`config.mk`:
```
export PLATFORM = sky130hd
export DESIGN_NAME = mem_access_ctrl_flat
export DESIGN_NICKNAME = d
export VERILOG_FILES = /design/src/rtl/mem_access_ctrl_pkg.sv /design/src/rtl/mem_access_ctrl_if.sv /design/src/rtl/mem_access_ctrl_load_align.sv /design/src/rtl/mem_access_ctrl.sv /design/src/flat_wrapper.sv
export SDC_FILE = /design/constraint.sdc
export NUM_CORES = 1
export LEC_CHECK = 0
export ABC_AREA = 1
export BUFFER_PORTS_ARGS = -buffer_cell sky130_fd_sc_hd__buf_2
export CAP_MARGIN = 20
export CORE_MARGIN = 2
export CORE_UTILIZATION = 41
export CTS_BUF_LIST = sky130_fd_sc_hd__clkbuf_16
export CTS_CLUSTER_DIAMETER = 150
export DETAILED_ROUTE_END_ITERATION = 10
export PLACE_DENSITY = 0.77
export SYNTH_ARGS = -nofsm -noshare
export SYNTH_HDL_FRONTEND = slang
export SYNTH_HIERARCHICAL = 1
export SYNTH_SLANG_ARGS = --single-unit
```
`constraint.sdc`:
```
create_clock -name clk -period 1.57 [get_ports clk]
set_input_delay 0.0785 -clock clk [delete_from_list [all_inputs] [get_ports clk]]
set_output_delay 0.0785 -clock clk [all_outputs]
set_load 0.02 [all_outputs]
```
`src/rtl/mem_access_ctrl_pkg.sv`:
```
// Shared opcode constants and decode helpers for the MEM-stage
// data RAM sequencer.
package mem_access_ctrl_pkg;

    localparam logic [5:0] OP_LB  = 6'h20;
    localparam logic [5:0] OP_LH  = 6'h21;
    localparam logic [5:0] OP_LW  = 6'h23;
    localparam logic [5:0] OP_LBU = 6'h24;
    localparam logic [5:0] OP_LHU = 6'h25;
    localparam logic [5:0] OP_SB  = 6'h28;
    localparam logic [5:0] OP_SH  = 6'h29;
    localparam logic [5:0] OP_SW  = 6'h2b;

    typedef enum logic [1:0] {
        SZ_BYTE = 2'd0,
        SZ_HALF = 2'd1,
        SZ_WORD = 2'd2,
        SZ_NONE = 2'd3
    } acc_size_e;

    // Access size of an opcode; SZ_NONE marks unsupported opcodes.
    function automatic acc_size_e op_size(input logic [5:0] op);
        acc_size_e s;
        s = SZ_NONE;
        case (op)
            OP_LB, OP_LBU, OP_SB: s = SZ_BYTE;
            OP_LH, OP_LHU, OP_SH: s = SZ_HALF;
            OP_LW, OP_SW:         s = SZ_WORD;
            default:              s = SZ_NONE;
        endcase
        return s;
    endfunction

    function automatic logic op_is_store(input logic [5:0] op);
        return (op == OP_SB) || (op == OP_SH) || (op == OP_SW);
    endfunction

endpackage

```
`src/rtl/mem_access_ctrl_if.sv`:
```
// Request/response handshake and RAM port bundle.
// slave: controller view; master: MEM stage + RAM view.
interface mem_access_ctrl_if #(
    parameter int ADDR_W = 12
);
    logic              ReqValid;
    logic              ReqReady;
    logic [5:0]        ReqOpcode;
    logic [31:0]       ReqAddr;
    logic [31:0]       ReqWData;
    logic              RespValid;
    logic [31:0]       RespData;
    logic              ReqErr;
    logic              MemEn;
    logic [3:0]        MemWE;
    logic [ADDR_W-1:0] MemAddr;
    logic [31:0]       MemWData;
    logic [31:0]       MemRData;

    modport slave (
        input  ReqValid, ReqOpcode, ReqAddr, ReqWData, MemRData,
        output ReqReady, RespValid, RespData, ReqErr,
        output MemEn, MemWE, MemAddr, MemWData
    );

    modport master (
        output ReqValid, ReqOpcode, ReqAddr, ReqWData, MemRData,
        input  ReqReady, RespValid, RespData, ReqErr,
        input  MemEn, MemWE, MemAddr, MemWData
    );
endinterface

```
`src/rtl/mem_access_ctrl_load_align.sv`:
```
// Big-endian load alignment and sign/zero extension.
// Ports: i_rdata (RAM word), i_opcode, i_off (byte offset) -> o_data.
module mem_load_align
    import mem_access_ctrl_pkg::*;
(
    input  logic [31:0] i_rdata,
    input  logic [5:0]  i_opcode,
    input  logic [1:0]  i_off,
    output logic [31:0] o_data
);
    logic [7:0]  w_byte;
    logic [15:0] w_half;

    // Offset 0 is the most significant byte.
    always_comb begin
        w_byte = i_rdata[7:0];
        case (i_off)
            2'd0:    w_byte = i_rdata[31:24];
            2'd1:    w_byte = i_rdata[23:16];
            2'd2:    w_byte = i_rdata[15:8];
            default: w_byte = i_rdata[7:0];
        endcase
        w_half = i_off[1] ? i_rdata[15:0] : i_rdata[31:16];
    end

    always_comb begin
        o_data = i_rdata;
        case (i_opcode)
            OP_LB:   o_data = {{24{w_byte[7]}}, w_byte};
            OP_LBU:  o_data = {24'd0, w_byte};
            OP_LH:   o_data = {{16{w_half[15]}}, w_half};
            OP_LHU:  o_data = {16'd0, w_half};
            default: o_data = i_rdata;
        endcase
    end
endmodule

```
`src/rtl/mem_access_ctrl.sv`:
```
// MEM-stage sequencer to the synchronous data RAM: one access at a time.
// Ports: clk, rst (sync, active-high), bus (request/response + RAM port).
module mem_access_ctrl
    import mem_access_ctrl_pkg::*;
#(
    parameter int ADDR_W       = 12,
    parameter int READ_LATENCY = 1
) (
    input  logic              clk,
    input  logic              rst,
    mem_access_ctrl_if.slave  bus
);
    localparam logic [1:0] S_IDLE    = 2'd0;
    localparam logic [1:0] S_RD_WAIT = 2'd1;
    localparam logic [1:0] S_RESP    = 2'd2;

    localparam logic [1:0] LAT = 2'(READ_LATENCY);

    logic [1:0]  r_state;
    logic [1:0]  r_cnt;
    logic [5:0]  r_op;
    logic [1:0]  r_off;
    logic        r_resp_valid;
    logic [31:0] r_resp_data;
    logic        r_err;

    logic        w_accept;
    logic [1:0]  w_off;
    acc_size_e   w_size;
    logic        w_store;
    logic        w_misal;
    logic        w_legal;
    logic        w_mem_en;
    logic [3:0]  w_we;
    logic [31:0] w_wdata;
    logic [31:0] w_aligned;
    logic        w_unused;

    assign w_off    = bus.ReqAddr[1:0];
    assign w_size   = op_size(bus.ReqOpcode);
    assign w_store  = op_is_store(bus.ReqOpcode);
    assign w_misal  = ((w_size == SZ_HALF) && w_off[0])
                    || ((w_size == SZ_WORD) && (w_off != 2'd0));
    assign w_legal  = (w_size != SZ_NONE) && !w_misal;
    assign w_accept = (r_state == S_IDLE) && bus.ReqValid;

    // RAM side is combinational off the accept cycle, held quiet in reset.
    assign w_mem_en = !rst && w_accept && w_legal;

    always_comb begin
        w_we    = 4'b0000;
        w_wdata = 32'd0;
        if (w_mem_en && w_store) begin
            case (w_size)
                SZ_BYTE: begin
                    w_we    = 4'b1000 >> w_off;
                    w_wdata = {4{bus.ReqWData[7:0]}};
                end
                SZ_HALF: begin
                    w_we    = w_off[1] ? 4'b0011 : 4'b1100;
                    w_wdata = {2{bus.ReqWData[15:0]}};
                end
                default: begin
                    w_we    = 4'b1111;
                    w_wdata = bus.ReqWData;
                end
            endcase
        end
    end

    assign bus.MemEn    = w_mem_en;
    assign bus.MemWE    = w_we;
    assign bus.MemWData = w_wdata;
    assign bus.MemAddr  = bus.ReqAddr[ADDR_W+1:2];
    assign w_unused     = ^bus.ReqAddr[31:ADDR_W+2];

    mem_load_align u_align (
        .i_rdata  (bus.MemRData),
        .i_opcode (r_op),
        .i_off    (r_off),
        .o_data   (w_aligned)
    );

    always_ff @(posedge clk) begin
        if (rst) begin
            r_state      <= S_IDLE;
            r_cnt        <= 2'd0;
            r_op         <= 6'd0;
            r_off        <= 2'd0;
            r_resp_valid <= 1'b0;
            r_resp_data  <= 32'd0;
            r_err        <= 1'b0;
        end else begin
            case (r_state)
                S_IDLE: begin
                    r_resp_valid <= 1'b0;
                    r_resp_data  <= 32'd0;
                    r_err        <= 1'b0;
                    if (w_accept) begin
                        r_op  <= bus.ReqOpcode;
                        r_off <= w_off;
                        if (!w_legal) begin
                            r_state      <= S_RESP;
                            r_resp_valid <= 1'b1;
                            r_err        <= 1'b1;
                        end else if (w_store) begin
                            r_state      <= S_RESP;
                            r_resp_valid <= 1'b1;
                        end else begin
                            r_state <= S_RD_WAIT;
                            r_cnt   <= 2'd1;
                        end
                    end
                end
                S_RD_WAIT: begin
                    if (r_cnt == LAT) begin
                        r_state      <= S_RESP;
                        r_cnt        <= 2'd0;
                        r_resp_valid <= 1'b1;
                        r_resp_data  <= w_aligned;
                    end else begin
                        r_cnt <= r_cnt + 2'd1;
                    end
                end
                S_RESP: begin
                    r_state      <= S_IDLE;
                    r_resp_valid <= 1'b0;
                    r_resp_data  <= 32'd0;
                    r_err        <= 1'b0;
                end
                default: begin
                    r_state <= S_IDLE;
                end
            endcase
        end
    end

    assign bus.ReqReady  = (r_state == S_IDLE);
    assign bus.RespValid = r_resp_valid;
    assign bus.RespData  = r_resp_data;
    assign bus.ReqErr    = r_err;
endmodule
```
`src/flat_wrapper.sv`:
```
// flat-port wrapper written by rule: the top's interface ports become plain ports
module mem_access_ctrl_flat import mem_access_ctrl_pkg::*;
#(
    parameter int ADDR_W       = 12,
    parameter int READ_LATENCY = 1
)
  (clk, rst, bus_ReqValid, bus_ReqOpcode, bus_ReqAddr, bus_ReqWData, bus_MemRData, bus_ReqReady, bus_RespValid, bus_RespData, bus_ReqErr, bus_MemEn, bus_MemWE, bus_MemAddr, bus_MemWData);
  mem_access_ctrl_if #(.ADDR_W(ADDR_W)) bus_i ();
  input  logic clk;
  input  logic rst;
  input wire logic [$bits(bus_i.ReqValid)-1:0] bus_ReqValid;
  input wire logic [$bits(bus_i.ReqOpcode)-1:0] bus_ReqOpcode;
  input wire logic [$bits(bus_i.ReqAddr)-1:0] bus_ReqAddr;
  input wire logic [$bits(bus_i.ReqWData)-1:0] bus_ReqWData;
  input wire logic [$bits(bus_i.MemRData)-1:0] bus_MemRData;
  output wire logic [$bits(bus_i.ReqReady)-1:0] bus_ReqReady;
  output wire logic [$bits(bus_i.RespValid)-1:0] bus_RespValid;
  output wire logic [$bits(bus_i.RespData)-1:0] bus_RespData;
  output wire logic [$bits(bus_i.ReqErr)-1:0] bus_ReqErr;
  output wire logic [$bits(bus_i.MemEn)-1:0] bus_MemEn;
  output wire logic [$bits(bus_i.MemWE)-1:0] bus_MemWE;
  output wire logic [$bits(bus_i.MemAddr)-1:0] bus_MemAddr;
  output wire logic [$bits(bus_i.MemWData)-1:0] bus_MemWData;
  assign bus_i.ReqValid = bus_ReqValid;
  assign bus_i.ReqOpcode = bus_ReqOpcode;
  assign bus_i.ReqAddr = bus_ReqAddr;
  assign bus_i.ReqWData = bus_ReqWData;
  assign bus_i.MemRData = bus_MemRData;
  assign bus_ReqReady = bus_i.ReqReady;
  assign bus_RespValid = bus_i.RespValid;
  assign bus_RespData = bus_i.RespData;
  assign bus_ReqErr = bus_i.ReqErr;
  assign bus_MemEn = bus_i.MemEn;
  assign bus_MemWE = bus_i.MemWE;
  assign bus_MemAddr = bus_i.MemAddr;
  assign bus_MemWData = bus_i.MemWData;
  mem_access_ctrl #(.ADDR_W(ADDR_W), .READ_LATENCY(READ_LATENCY)) u_core (.clk(clk), .rst(rst), .bus(bus_i));
endmodule
```
==> key figures <==
Outcome
  • Status: finished, violations left
  • Violations in the final reports: setup timing

Synth
  • Number of enable flip-flop cells after synthesis: 0
  • Portion of the post-synthesis area used by sequential elements: 26.3%
  • Count of distinct cell types in the synthesized netlist: 30
  • Cell area after synthesis: 0.00350 mm2
  • Syn. warnings: 6
  • Top cells by area, synth: sky130_fd_sc_hd__dfxtp_1 (26%), sky130_fd_sc_hd__nand2_1 (18%), sky130_fd_sc_hd__nand3_1 (12%)
  • Post-synthesis net count: 687
  • Most used standard cells in the synthesized netlist: sky130_fd_sc_hd__nand2_1 (168), sky130_fd_sc_hd__nand3_1 (81), sky130_fd_sc_hd__inv_1 (49)
  • Cell taking the most area after synthesis: sky130_fd_sc_hd__dfxtp_1
  • Avg Synthesized Cell Area: 6.05 um2
  • Most common flop cell mapped by yosys: sky130_fd_sc_hd__dfxtp_1
  • Share of the synthesized area in the top cell type: 26.3%
  • Cell count after synthesis: 579
  • Number of flip-flops and latches in the synthesized netlist: 46
  • Async set-reset flop share out of synthesis: 0%
  • Most used standard cell by instance count after synthesis: sky130_fd_sc_hd__nand2_1

Timing
  • Final max-slew violation count: 0
  • Post-route worst hold slack: 0.101 ns
  • Slew @ Worst Pin: 0.424 ns
  • RSZ-0062 raised after global routing: yes
  • Finish-stage setup viols: 48
  • Maximum clock skew at final layout: 0.00785 ns
  • Final critical delay including setup and external delays: 1.73 ns
  • PnR worst setup slack: -0.155 ns
  • Final worst path period share: 110%
  • Max Clock Freq: 580 MHz
  • Final Hold Violating Endpoints: 0
  • Setup_tns: -3.72 ns
  • Max-Slew Margin vs Limit: 71.7%

Finish
  • N_diodes: 0
  • Final-stage net count: 840
  • Fraction of layout cells with a size suffix above 1: 38.8%
  • Layout Area Growth over Synthesis: 50.6%
  • Post-layout instance area: 0.00527 mm2

Global routing
  • Number of antenna violations at the first check in global routing: 0
  • Vias in the first global route: 4181
  • Global-route total usage across every layer: 25.5%
  • Sum of overflow across all layers after global routing: 0
  • Maximum number of pins on one net before global-route repair: 36
  • Global-route wire length before repair: 19100 um

Drt
  • Antenna-violating nets left: 0
  • Detailed-route wire length: 11700 um
  • Total iterations of the first detailed-routing run: 5
  • Total vias in the final route: 4393
  • Final routed DRC violation total: 0
  • Routed wire length per instance: 14.0 um
  • Per-cell via count in the routed design: 5.25
  • Number of violations reported at the end of detailed-routing iteration 0: 258

Floorplanning
  • DIE WIDTH: 96.4 um
  • Number of placement rows: 33
  • DIE AREA: 0.00929 mm2
  • Core Box Area: 0.00826 mm2
  • Initial core utilization: 42.4%
  • Die Y: 96.4 um
  • I/O Pins: 189

Power and ir drop
  • Cell area power density: 709 mW/mm2
  • Leak: 2.61 nW
  • Largest vdd supply drop: 0.000452 V

Worst setup path
  • CP max FO: 8
  • Crit-path cells: inv_2 > ha_4 > nand2_4 > clkinv_4 > nand4_4 > buf_12 > buf_12 > nor3_4 > buf_6
  • Worst setup path class: flop to output port
  • Standard cell with the maximum stage delay on the critical path: sky130_fd_sc_hd__dfxtp_2
  • Critical Path End Type: output port
  • Startpoint Class: flop
  • Worst path most repeated cell: sky130_fd_sc_hd__buf_12
  • Arrival time worst endpoint: 1.65 ns
  • Critical path's top delay family: buffers and inverters
  • Delay of the slowest critical-path stage: 0.32 ns
  • Required @ worst endpoint: 1.49 ns
  • CP Buf/Inv Count: 5

Clock tree
  • Clock slew seen by the registers of the worst setup and hold paths: 0.06 ns
  • Deepest clock path buffer count: 2
  • Clock latency reported for the late side of the worst-skew pair: 0.28 ns
  • Count of hold buffers inserted by post-cts repair: 0
  • CTS buffer count: 5
  • Number of H-tree levels: 2
  • CTS tree: built
  • Sink count of the clock tree: 46
  • Root buf cell: sky130_fd_sc_hd__clkbuf_16

Place
  • Detailed placement HPWL: 8420 um
  • Total placed instance area: 0.00466 mm2
  • Placer's final routability congestion estimate: 0.845
  • Number of buffers added on ports: 146

Job
  • Number of maximum-capacitance violations: 0

Hold path
  • Path type of the worst min-delay path: input port to flop
==> through the flow <==
stage / util [%] / worst slack, ns / std cells / total power, mW
final: 63.9 / -0.155 / 837 / 3.74
after global routing: 63.9 / -0.216 / 837 / 3.95
after CTS: 63.5 / -0.131 / 838 / 3.72
after detailed placement: 56.4 / -0.0315 / 819 / 2.51
after global placement: 56.4 / 0.00691 / 819 / 2.48
after floorplan: - / 0.0278 / 579 / 2.15
==> timing repair <==
item	CTS	global route
resized for setup	87	15
gates cloned	2	0
endpoints found under the hold margin	0	0
setup endpoints to repair	69	71
buffers inserted	10	1
pin swaps	2	5
==> worst min-delay path, stage by stage <==
cell                      delay, ns
sky130_fd_sc_hd__buf_2         0.12
sky130_fd_sc_hd__inv_1         0.08
sky130_fd_sc_hd__a21oi_1       0.06
==> cell type report <==
class                   count  area [um2]
flip-flops and latches     46         925
clock buffers               5         125
inverters                  55         211
fillers                   728        2980
repair buffers            191        1430
well taps                 105         131
multi-input cells         433        2420
clock inverters             2        33.8
==> flip-flops by register name (all words and copies together) (netlist names) <==
signal                flops
u_core/r_off              2
u_core/r_op               6
u_core/r_cnt              2
u_core/r_state            2
u_core/bus.ReqErr         1
u_core/bus.RespValid      1
u_core/bus.RespData      32
==> where the power goes <==
part           switching (mW)  total, mW  internal, mW  leakage (nW)
registers              0.0574       1.31          1.25         0.376
logic                   0.779       1.27         0.496          2.16
clock network           0.416       1.15         0.736        0.0773
total                    1.25       3.74          2.49          2.61
==> final timing paths <==
| check | depth (start not counted) | slack, ns | to | start |
|---|---|---|---|---|
| hold reg to reg | 2 | 0.46 | u_core/r_cnt[1] | u_core/r_cnt[1] |
| setup reg to reg | 10 | -0.02 | u_core/bus.RespData[27] | u_core/r_state[0] |
| hold / removal | 3 | 0.10 | u_core/r_op[2] | bus_ReqOpcode[2] |
| setup / recovery | 9 | -0.16 | bus_MemWData[30] | u_core/r_state[1] |
==> layer usage <==
| metal | up-vias | global-route usage, % | part of all wire (%) |
|---|---|---|---|
| li1 | 2167 | - | - |
| met1 | 2030 | 30.4 | 39 |
| met2 | 179 | 47.9 | 53 |
| met3 | 17 | 3.88 | 7.0 |
| met4 | 0 | 6.10 | 1.1 |
| met5 | - | 0 | 0 |
==> cells in the final DEF, fill, tap and decap left out, types with 4 or more instances in the layout <==
master,instances
sky130_fd_sc_hd__nor2_4,26
sky130_fd_sc_hd__buf_12,9
sky130_fd_sc_hd__or2_2,6
sky130_fd_sc_hd__buf_6,36
sky130_fd_sc_hd__nand2_2,5
sky130_fd_sc_hd__o21ai_0,26
sky130_fd_sc_hd__nand3_2,15
sky130_fd_sc_hd__nor2_1,23
sky130_fd_sc_hd__nand2_1,166
sky130_fd_sc_hd__o211ai_1,4
sky130_fd_sc_hd__inv_2,7
sky130_fd_sc_hd__buf_4,35
sky130_fd_sc_hd__inv_1,47
sky130_fd_sc_hd__clkbuf_16,5
sky130_fd_sc_hd__buf_2,110
sky130_fd_sc_hd__dfxtp_1,43
sky130_fd_sc_hd__a21oi_1,47
sky130_fd_sc_hd__nand3_1,80
sky130_fd_sc_hd__o22ai_1,4
sky130_fd_sc_hd__nor3_4,9
==> kinds of logic (layout without fill, tap and decap cells) <==
kind of cell / Yosys count / count (layout) / share of synthesized area [%]
buffers and inverters: 100 / 253 / 13.6
adders and majority gates: 3 / 3 / 1.07
DFF: 46 / 46 / 26.3
and+or+nand+nor: 345 / 345 / 46.4
AOI/OAI and AO/OA: 85 / 85 / 12.7
No activity file was read; power rests on OpenSTA's default activity.
